File: config.mk
export PLATFORM = sky130hd
export DESIGN_NAME = line_bus_arbiter
export DESIGN_NICKNAME = d
export VERILOG_FILES = /design/src/rtl/line_bus_arbiter.sv
export SDC_FILE = /design/constraint.sdc
export NUM_CORES = 1
export LEC_CHECK = 0
export ABC_AREA = 1
export CAP_MARGIN = 5
export CORE_AREA = 3 3 340 342
export DETAILED_ROUTE_END_ITERATION = 8
export DIE_AREA = 0 0 343 345
export DONT_BUFFER_PORTS = 1
export PLACE_DENSITY_LB_ADDON = 0.15
export SYNTH_ARGS = -nofsm -noshare
export SYNTH_HDL_FRONTEND = slang
export SYNTH_SLANG_ARGS = --single-unit
File: constraint.sdc
create_clock -name clk -period 5.4 [get_ports clk]
set_clock_uncertainty 0.15 [all_clocks]
set_input_delay 0.81 -clock clk [delete_from_list [all_inputs] [get_ports clk]]
set_output_delay 0.81 -clock clk [all_outputs]
set_load 0.02 [all_outputs]
File: src/rtl/line_bus_arbiter.sv
// Multi-channel line bus arbiter: captures per-channel write/read requests,
// grants one channel at a time (fixed priority or round-robin) and runs a
// single command/response transaction on the shared downstream port.
module line_bus_arbiter #(
  parameter int NCH      = 2,
  parameter int ARB_MODE = 1
) (
  input  logic                 clk,
  input  logic                 rst,
  input  logic [NCH-1:0]       ch_wreq,
  input  logic [NCH*32-1:0]    ch_waddr,
  input  logic [NCH*128-1:0]   ch_wdata,
  input  logic [NCH*16-1:0]    ch_wmask,
  output logic [NCH-1:0]       ch_wdone,
  input  logic [NCH-1:0]       ch_rreq,
  input  logic [NCH*32-1:0]    ch_raddr,
  output logic [127:0]         ch_rdata,
  output logic [NCH-1:0]       ch_rvalid,
  output logic [NCH-1:0]       ch_ovf,
  output logic                 m_cmd_valid,
  input  logic                 m_cmd_ready,
  output logic                 m_cmd_we,
  output logic [31:0]          m_cmd_addr,
  output logic [127:0]         m_cmd_wdata,
  output logic [15:0]          m_cmd_wmask,
  input  logic                 m_wresp,
  input  logic                 m_rvalid,
  input  logic [127:0]         m_rdata
);

  localparam int GW = (NCH > 1) ? $clog2(NCH) : 1;

  typedef enum logic [1:0] {IDLE, ISSUE, WAIT} state_t;

  state_t          state_q, state_d;
  logic [NCH-1:0]  wpend, rpend, wbusy, rbusy, wacc, racc;
  logic [31:0]     waddr_r [NCH];
  logic [127:0]    wdata_r [NCH];
  logic [15:0]     wmask_r [NCH];
  logic [31:0]     raddr_r [NCH];
  logic [GW-1:0]   gnt_q, last_q, sel, idx;
  logic            we_q, found, hs, wr_done, rd_done;

  assign m_cmd_valid = (state_q == ISSUE);
  assign hs          = (state_q == ISSUE) && m_cmd_ready;
  assign wr_done     = (state_q == WAIT) && we_q && m_wresp;
  assign rd_done     = (state_q == WAIT) && !we_q && m_rvalid;

  // Busy/accept decode: a request is taken only if its slot is neither pending nor in flight
  always_comb begin
    wbusy = '0;
    rbusy = '0;
    for (int i = 0; i < NCH; i++) begin
      wbusy[i] = (state_q == WAIT) && we_q && (gnt_q == GW'(i));
      rbusy[i] = (state_q == WAIT) && !we_q && (gnt_q == GW'(i));
    end
    wacc = ch_wreq & ~wpend & ~wbusy;
    racc = ch_rreq & ~rpend & ~rbusy;
  end

  // Grant search: lowest index, or rotating start just after the last grant
  always_comb begin
    found = 1'b0;
    sel   = '0;
    idx   = '0;
    for (int k = 0; k < NCH; k++) begin
      if (ARB_MODE == 0) idx = GW'(k);
      else               idx = GW'((int'(last_q) + 1 + k) % NCH);
      if (!found && (wpend[idx] || rpend[idx])) begin
        found = 1'b1;
        sel   = idx;
      end
    end
  end

  // Next-state logic for the single-transaction FSM
  always_comb begin
    state_d = state_q;
    case (state_q)
      IDLE:    if (found) state_d = ISSUE;
      ISSUE:   if (m_cmd_ready) state_d = WAIT;
      WAIT:    if (wr_done || rd_done) state_d = IDLE;
      default: state_d = IDLE;
    endcase
  end

  // FSM state register
  always_ff @(posedge clk) begin
    if (rst) state_q <= IDLE;
    else     state_q <= state_d;
  end

  // Pending bits and sticky overflow flags
  always_ff @(posedge clk) begin
    if (rst) begin
      wpend  <= '0;
      rpend  <= '0;
      ch_ovf <= '0;
    end else begin
      for (int i = 0; i < NCH; i++) begin
        if (hs && (gnt_q == GW'(i))) begin
          if (we_q) wpend[i] <= 1'b0;
          else      rpend[i] <= 1'b0;
        end
        if (wacc[i])         wpend[i]  <= 1'b1;
        else if (ch_wreq[i]) ch_ovf[i] <= 1'b1;
        if (racc[i])         rpend[i]  <= 1'b1;
        else if (ch_rreq[i]) ch_ovf[i] <= 1'b1;
      end
    end
  end

  // Per-channel request capture (data only, no reset needed)
  always_ff @(posedge clk) begin
    for (int i = 0; i < NCH; i++) begin
      if (wacc[i]) begin
        waddr_r[i] <= ch_waddr[32*i +: 32];
        wdata_r[i] <= ch_wdata[128*i +: 128];
        wmask_r[i] <= ch_wmask[16*i +: 16];
      end
      if (racc[i]) raddr_r[i] <= ch_raddr[32*i +: 32];
    end
  end

  // Grant bookkeeping and command register load; write wins within a channel
  always_ff @(posedge clk) begin
    if (rst) begin
      gnt_q       <= '0;
      last_q      <= GW'(NCH - 1);
      we_q        <= 1'b0;
      m_cmd_we    <= 1'b0;
      m_cmd_addr  <= '0;
      m_cmd_wdata <= '0;
      m_cmd_wmask <= '0;
    end else if ((state_q == IDLE) && found) begin
      gnt_q  <= sel;
      last_q <= sel;
      we_q   <= wpend[sel];
      if (wpend[sel]) begin
        m_cmd_we    <= 1'b1;
        m_cmd_addr  <= waddr_r[sel];
        m_cmd_wdata <= wdata_r[sel];
        m_cmd_wmask <= wmask_r[sel];
      end else begin
        m_cmd_we    <= 1'b0;
        m_cmd_addr  <= raddr_r[sel];
        m_cmd_wdata <= '0;
        m_cmd_wmask <= 16'hffff;
      end
    end
  end

  // Completion pulses and read data return
  always_ff @(posedge clk) begin
    if (rst) begin
      ch_wdone  <= '0;
      ch_rvalid <= '0;
      ch_rdata  <= '0;
    end else begin
      ch_wdone  <= '0;
      ch_rvalid <= '0;
      if (wr_done) ch_wdone[gnt_q] <= 1'b1;
      if (rd_done) begin
        ch_rvalid[gnt_q] <= 1'b1;
        ch_rdata         <= m_rdata;
      end
    end
  end

endmodule
== Yosys cells after proc, flatten, opt, wreduce, memory -nomap -nowiden ==
Memories as Yosys holds them, arrays and structs flattened.
Index checks and enable logic that the tools add are counted.
Storage, ports and cells
  register bits after elaboration: 320
  RAM bits: 416
  logic and storage cells: 128
  memories kept: 4
Memories
  wdata_r: words 2, bits a word 128, rd ports 1, clocked after Yosys merged registers in 0, write ports 2, RTL line 38  | logic [127:0] wdata_r [NCH];
  raddr_r: words 2, bits a word 32, rd ports 1, clocked after Yosys merged registers in 0, write ports 2, RTL line 40  | logic [31:0] raddr_r [NCH];
  waddr_r: words 2, bits a word 32, rd ports 1, clocked after Yosys merged registers in 0, write ports 2, RTL line 37  | logic [31:0] waddr_r [NCH];
  wmask_r: words 2, bits a word 16, rd ports 1, clocked after Yosys merged registers in 0, write ports 2, RTL line 39  | logic [15:0] wmask_r [NCH];
Cells by class
  $add $sub $neg: 2
  $lt $le $gt $ge: 5
  equality and inequality tests: 7
  mux-type cells: 50
  bitwise logic cells: 11
  reduce and logical (&&, ||, !) cells: 33
Operators with widths (number)
  $mux W128: 1
  $mux W1: 42
  $mux W32: 1
  $mux W16: 1
  $logic_and A1 B1 Y1: 14
  $reduce_bool A2 Y1: 6
  $and A2 B2 Y2: 4
  $lt A1 B2 Y1 const B: 4
  $not A2 Y2: 4
  $reduce_and A2 Y1: 4
  $mux W2: 3
  $ne A2 B2 Y1 const B: 3
  $pmux W2 S3: 1
  $ne A2 B1 Y1 const B: 2
  $reduce_or A2 Y1: 2
  $logic_or A1 B1 Y1: 3
  $not A1 Y1: 3
  $reduce_and A3 Y1: 1
  $add A1 B1 Y1 const B: 2
  $eq A2 B1 Y1 const B: 1
  $eq A2 B2 Y1 const B: 1
  $logic_not A1 Y1: 2
  $logic_not A2 Y1: 1
  $demux W1 S1: 1
  $ge A1 B1 Y1 const B: 1

== Longest topological paths before layout ==
Gate-level depths: netlist (run 1).
  depth after elaboration: 11
  depth in mapped cells: 11
  mapped depth without buffers: 9

== Least setup slack after synthesis (run 1) ==
No wires, ideal clock.
  kind: input-to-reg
  start: input port ch_wreq[0]
  end: memory waddr_r[0][0], enable pin
  library setup time: 0.528 ns
  arrival: 4.327 ns
  required time: 4.722 ns
  slack: 0.395 ns
  stages: 2
  cells stage by stage: nand3_1 > inv_1
RTL lines
  from (decl): RTL line 10  | input logic [NCH-1:0] ch_wreq,
  to (decl): RTL line 37

== Worst setup path in the final report (run 1) ==
  start: register rpend[0]
  end: register m_cmd_wdata[30]
Between the ends
  longest elaborated chain between the ends: 10
  elaborated cells on any way between the ends: 17
  classes of those cells: 11 x mux; 5 x reduce/logical; 1 x memory
RTL lines
  from (decl): RTL line 36  | logic [NCH-1:0] wpend, rpend, wbusy, rbusy, wacc, racc;
  from (signal assigned): RTL line 97  | rpend <= '0;
  from (signal, indexed assignment): RTL line 103  | else rpend[i] <= 1'b0;
  from (signal, indexed assignment): RTL line 107  | if (racc[i]) rpend[i] <= 1'b1;
  $mux W1 (not written as such) (2 in series): RTL line 69  | if (!found && (wpend[idx] || rpend[idx])) begin
  $logic_or A1 B1 Y1: RTL line 69
  $mux W1: RTL line 69
  $logic_not A1 Y1: RTL line 69
  $logic_and A1 B1 Y1: RTL line 69
  $mux W1: RTL line 69
  $mux W1 (not written as such) (2 in series): RTL line 139  | if (wpend[sel]) begin
  $mux W128: RTL line 139
  to (signal assigned): RTL line 142  | m_cmd_wdata <= wdata_r[sel];
  to (decl): RTL line 24  | output logic [127:0] m_cmd_wdata,
Parallel ways exist; a longest one is shown, timed or not. The select of a mux whose other input is x is not followed.
A chain may end at the register's enable or synchronous reset.

==> metrics.txt, run 1 <==
leakage 11.5 nW; syn_nets 3,215; HP Start ch_wdata[145]; layout net count 3,137; max-cap viol count 0; PD cells 460 nW/um^2; clock power share 40.5%; Initial Util 24.1%; area delta synth->final 15.6%; Routed Antenna Nets 0; Skew-Pair Late Insertion Delay 0.65 ns; Mapped Cells 2,662; number of buffers created by CTS 85; Final Cycle Share 65.2%; worst hold path class input port to register; chip width 343 um; critical path type register to register; Syn. warnings 0; Mapped Area 27,100 sq um; Max-slew headroom 19.3%; Max IR drop VDD 0.235 mV; global route overflow 0; Seq pwr share 48.1%; Yosys reg bits 735; HPWL after DPL 67,600 um; final core occ 27.8%; RSZ-0062 raised after global routing false; DRT iter0 DRCs 1,177; DR WL met2 51,000 um; Cell Rows 123; Yosys cell types 19; clk buf depth 3; Detailed Routing Iterations Pass 1 5; Worst Tran Pin Value 1.21 ns; vias in the first global route 18,500; met3 WL post-DR 10,800 um; DR top layer met5; reg-to-reg critical path startpoint rpend[0]; critical-path maximum fanout 103; wire per inst 23.9 um; Setup Viol. Count Final 0; worst hold slack 0.0948 ns; switching fraction of total power 28.8%; GPL Wtd Cong 0.815; clock sink count 735; CTS root buffer clkbuf_16; leading cell type in the layout, fill and taps excluded nand2_1; Die Footprint 118,000 sq um; minimum clock period 3.52 ns; Vias 18,900; I/O pin total 865; post-CTS setup buffer count 0; Clock transition at path regs 0.07 ns; status finished clean; P_sw 0.00416 W; Met1 Wirelength 35,000 um; sequential area share after synthesis 69.6%; internal power 0.0103 W; fraction of layout instances using a drive strength above 1 6.21%; largest area contributor in the netlist edfxtp_1; Total Routing Usage GR 16.2%; H-Tree Depth 3; DRC 0; Final Power 0.0144 W; CP arrival 3.92 ns; port bufs 0; die height 345 um; post-detailed-routing wire length 101,000 um; PostCTS Resize Cnt 0; hold buffers post-CTS 0; post-DR vias/cell 4.50; most frequent cells in the layout nand2_1, edfxtp_1, nand3_1, nor2_1, dfxtp_1; Setup crit end kind register; initial antenna violation count 82; setup_tns 0 ns; Fmax 0.284 GHz; first-pass GRT wire length 140,000 um; largest net degree at the start of global routing 175; Logic pwr share 11.4%; syn avg cell area 10.2 sq um; share of the synthesized area in the top cell type 46.1%; core area 113,000 sq um; Final Hold Vio Count 0; fin. max-slew vios 0; worst setup path startpoint rpend[0]; CTS tree yes; top post-synthesis cells by area edfxtp_1, dfxtp_1, nand2_1, nand3_1, nor2_1; Crit path required time 5.79 ns; Worst Setup Start Kind register
-- power by group through the flow --
| stage | clock network, W | registers, W | logic (W) |
|---|---|---|---|
| 6_report | 0.00584 | 0.00693 | 0.00164 |
| 5_1_grt | 0.00625 | 0.00698 | 0.00187 |
| 4_1_cts | 0.00602 | 0.00695 | 0.00170 |
| 3_5_place_dp | 0 | 0.00707 | 0.00169 |
| 3_3_place_gp | 0 | 0.00707 | 0.00168 |
| 2_1_floorplan | 0 | 0.00691 | 0.00121 |
-- through the flow --
| step | setup slack (ns) | std cells | instance area [sq um] |
|---|---|---|---|
| floorplan | 0.395 | 2662 | 27100 |
| global placement | 1.79 | 3997 | 28400 |
| detailed placement | 1.79 | 3997 | 28400 |
| CTS | 1.73 | 4156 | 31200 |
| global route | 1.56 | 4181 | 31300 |
| finish | 1.88 | 4197 | 31300 |
-- layer usage --
metal | GRT usage [%] | vias to the layer above
met1 | 16.6 | 8986
li1 | - | 8864
met3 | 7.49 | 223
met4 | 6.66 | 48
met5 | 0 | -
met2 | 28.4 | 778
-- layout make-up --
cell class              count  area, sq um
inverters                  50          215
flip-flops and latches    735        18900
well taps                1500         1880
multi-input cells        1690         7240
clock inverters            33          360
fillers                 11800        81300
diodes                     41          103
clock buffers             126         2470
repair buffers             22          190
-- cells in the mapped netlist --
master	instances
nor2_1	355
nand3_1	364
inv_2	4
buf_2	120
o21ai_0	148
a21oi_1	138
inv_1	45
nand2_1	675
clkbuf_1	61
nand2_2	2
edfxtp_1	416
dfxtp_1	319
buf_4	2
a31oi_1	1
nor3_1	4
clkinv_1	1
buf_1	4
o21ai_2	2
nor2_2	1
-- cell families after synthesis --
logic type | after synthesis | synth area share (%)
and+or+nand+nor | 1401 | 21.1
DFF | 735 | 69.6
AOI/OAI and AO/OA | 289 | 5.37
buffers and inverters | 237 | 3.86
-- worst max-delay path, stage by stage (launching register included) --
cell	delay, ns
dfxtp_1	0.35
o21ai_4	0.19
buf_4	0.63
nand2_1	0.28
nand2_8	0.62
buf_4	0.71
nand3_1	0.16
a21oi_1	0.17
-- worst paths after layout --
| path | to | slack (ns) | depth (start not counted) |
|---|---|---|---|
| setup / recovery | m_cmd_wdata[30] | 1.88 | 7 |
| hold / removal | wdata_r[1][17] | 0.09 | 0 |
| setup reg to reg | m_cmd_wdata[30] | 1.88 | 7 |
| hold reg to reg | rpend[1] | 0.35 | 2 |
-- state kept, by name, indices dropped and copies added, names as in the netlist, 16 cells and up --
name / cells
wdata_r: 256
ch_rdata: 128
m_cmd_wdata: 128
raddr_r: 64
waddr_r: 64
m_cmd_addr: 32
wmask_r: 32
m_cmd_wmask: 16
Note: power is estimated with default switching activity, not from simulation.
==> run 2: changes to the inputs <==
==> constraint.sdc (replaced) <==
create_clock -name clk -period 3.2 [get_ports clk]
set_clock_uncertainty 0.15 [all_clocks]
set_input_delay 0.48 -clock clk [delete_from_list [all_inputs] [get_ports clk]]
set_output_delay 0.48 -clock clk [all_outputs]
set_load 0.02 [all_outputs]
==> run 2 against run 1 <==
  * Sequential share of layout area is 9.5 points lower
  * Global-route usage increased by 0.43 points
  * Flip-flop and latch count did not move
  * Fmax increased by 24%
  * Cell count increased by 13%
  * Routed wire length increased by 2.4%
  * Critical path depth up 2
  * First-iteration DRC count fell by 8.8%
  * Worst setup slack worse by 1.5 ns
  * Critical path type unchanged
  * Largest cell class unchanged
==> metrics.txt, run 2 (synthesis results as in run 1) <==
area delta synth->final 37.3% (was 15.6%); filler cell count 11,500 (was 11,800); post-layout instance area 37,200 sq um (was 31,300 sq um); Fmax 0.352 GHz (was 0.284 GHz); H-Tree Depth 3 (unchanged); PD cells 666 nW/um^2 (was 460 nW/um^2); Regs by FF count wdata_r x256, ch_rdata x128, m_cmd_wdata x128 (unchanged); Max IR drop VDD 0.412 mV (was 0.235 mV); Worst Tran Pin Value 0.933 ns (was 1.21 ns); Setup crit end kind register (unchanged); Final Hold Vio Count 0 (unchanged); vias in the first global route 21,600 (was 18,500); clock sink count 735 (unchanged); switching fraction of total power 29.0% (was 28.8%); status finished clean (unchanged); setup_tns 0 ns (unchanged); worst hold slack 0.202 ns (was 0.0948 ns); port bufs 0 (unchanged); final worst slack 0.357 ns (was 1.88 ns); DRC 0 (unchanged); number of buffers created by CTS 88 (was 85); initial antenna violation count 22 (was 82); I/O pin total 865 (unchanged); worst hold path class input port to register (unchanged); P_sw 0.00719 W (was 0.00416 W); max FFs per register 256 (unchanged); wire per inst 21.6 um (was 23.9 um); max-cap viol count 0 (unchanged); most frequent cells in the layout nand2_1, dlygate4sd3_1, edfxtp_1, nand3_1, nor2_1 (was nand2_1, edfxtp_1, nand3_1, nor2_1, dfxtp_1); clock power share 38.5% (was 40.5%); PostCTS Resize Cnt 0 (unchanged); global route overflow 0 (unchanged); die height 345 um (unchanged); Largest Register wdata_r (unchanged); Worst Setup Start Kind register (unchanged); critical path type register to register (unchanged); largest net degree at the start of global routing 154 (was 175); Total Routing Usage GR 16.7% (was 16.2%); post-detailed-routing wire length 103,000 um (was 101,000 um); CP arrival 3.27 ns (was 3.92 ns); Cell Area, Placed 28,700 sq um (was 28,400 sq um); minimum clock period 2.84 ns (was 3.52 ns); GPL Wtd Cong 0.807 (was 0.815); Crit path required time 3.63 ns (was 5.79 ns); fraction of layout instances using a drive strength above 1 5.46% (was 6.21%); Detailed Routing Iterations Pass 1 6 (was 5); CTS tree yes (unchanged); CTS root buffer clkbuf_16 (unchanged); first-pass GRT wire length 148,000 um (was 140,000 um); Setup Viol. Count Final 0 (unchanged); Max-slew headroom 37.8% (was 19.3%); internal power 0.0176 W (was 0.0103 W); Die Footprint 118,000 sq um (unchanged); fin. max-slew vios 0 (unchanged); leakage 14.1 nW (was 11.5 nW); Skew-Pair Late Insertion Delay 0.63 ns (was 0.65 ns); critical-path maximum fanout 50 (was 103); Cell Rows 123 (unchanged); chip width 343 um (unchanged); clk buf depth 3 (unchanged); core area 113,000 sq um (unchanged); worst slack, placed 0.838 ns (was 1.79 ns); Seq pwr share 47.3% (was 48.1%); leading cell type in the layout, fill and taps excluded nand2_1 (unchanged); Initial Util 24.1% (unchanged); HPWL after DPL 68,600 um (was 67,600 um); Clock transition at path regs 0.06 ns (was 0.07 ns); grt met3 use 5.20% (was 7.49%); Vias 21,200 (was 18,900); Logic pwr share 14.3% (was 11.4%); RSZ-0062 raised after global routing false (unchanged); Routed Antenna Nets 0 (unchanged); DRT iter0 DRCs 1,074 (was 1,177); met1 GRT Util 18.5% (was 16.6%); layout net count 3,723 (was 3,137); post-DR vias/cell 4.46 (was 4.50); M2 GR Usage 29.8% (was 28.4%); Final Cycle Share 88.8% (was 65.2%); gr busiest metal met2 (unchanged)
-- run 2: changes by cell type in the layout (fill, tap and decap cells not counted), sizes merged --
cell         previous run  this run
dlygate4sd3             0       573
clkbuf                126       133
clkinvlp                3         4
inv                    52        51
clkinv                 22        24
buf                    22        32
bufinv                  6         1
diode                  41        13
-- run 2: what timing repair did --
item                                   4_1_cts  5_1_grt
hold buffers                               574        0
endpoints found under the hold margin      722        0
buffers inserted                             0        0
-- run 2: power groups by stage --
stage	Sequential, W	Clock [W]	Combinational (W)
2_1_floorplan	0.0117	0	0.00204
3_3_place_gp	0.0119	0	0.00291
3_5_place_dp	0.0119	0	0.00294
4_1_cts	0.0117	0.00986	0.00363
5_1_grt	0.0118	0.0102	0.00397
6_report	0.0117	0.00953	0.00353
-- run 2: area by class of cell --
cell class	count	area, sq um	area share (%)
antenna	13	32.5	0.0874
inverter	50	208	0.558
clock buffer	133	2540	6.84
tap	1500	1880	5.04
multi-input combinational	1690	7260	19.5
sequential	735	18900	50.7
timing repair buffer	605	6200	16.7
clock inverter	30	206	0.555
-- run 2: per-stage QoR --
step	std cells	total power [W]	util, %
2_1_floorplan	2662	0.0137	-
3_3_place_gp	4006	0.0148	25.4
3_5_place_dp	4006	0.0149	25.4
4_1_cts	4743	0.0252	33.0
5_1_grt	4752	0.0260	33.0
6_report	4756	0.0248	33.0
-- run 2: worst paths after layout --
| check | from | end | slack, ns | cells past startpoint |
|---|---|---|---|---|
| worst min-delay path | rst | m_cmd_wdata[47] | 0.20 | 2 |
| worst max register to register | rpend[1] | m_cmd_wdata[34] | 0.36 | 9 |
| worst max-delay path | rpend[1] | m_cmd_wdata[34] | 0.36 | 9 |
| worst min register to register | wpend[1] | wpend[1] | 0.36 | 2 |
-- run 2: per-layer routing --
layer / share of wire [%] / up-vias / routed length, um
li1: - / 10000 / -
met1: 37 / 10200 / 38600
met2: 51 / 775 / 52200
met3: 8.3 / 169 / 8540
met4: 3.4 / 14 / 3510
met5: 0.091 / - / 94
-- run 2: worst max-delay path, cell delays in order (launching register included) --
cell           delay (ns)
dfxtp_1              0.32
inv_1                0.11
nand2_4              0.22
nand2_4              0.20
nand2_1              0.14
nand2_8              0.38
buf_12               0.29
nand3_1              0.15
a21oi_1              0.14
dlygate4sd3_1        0.57
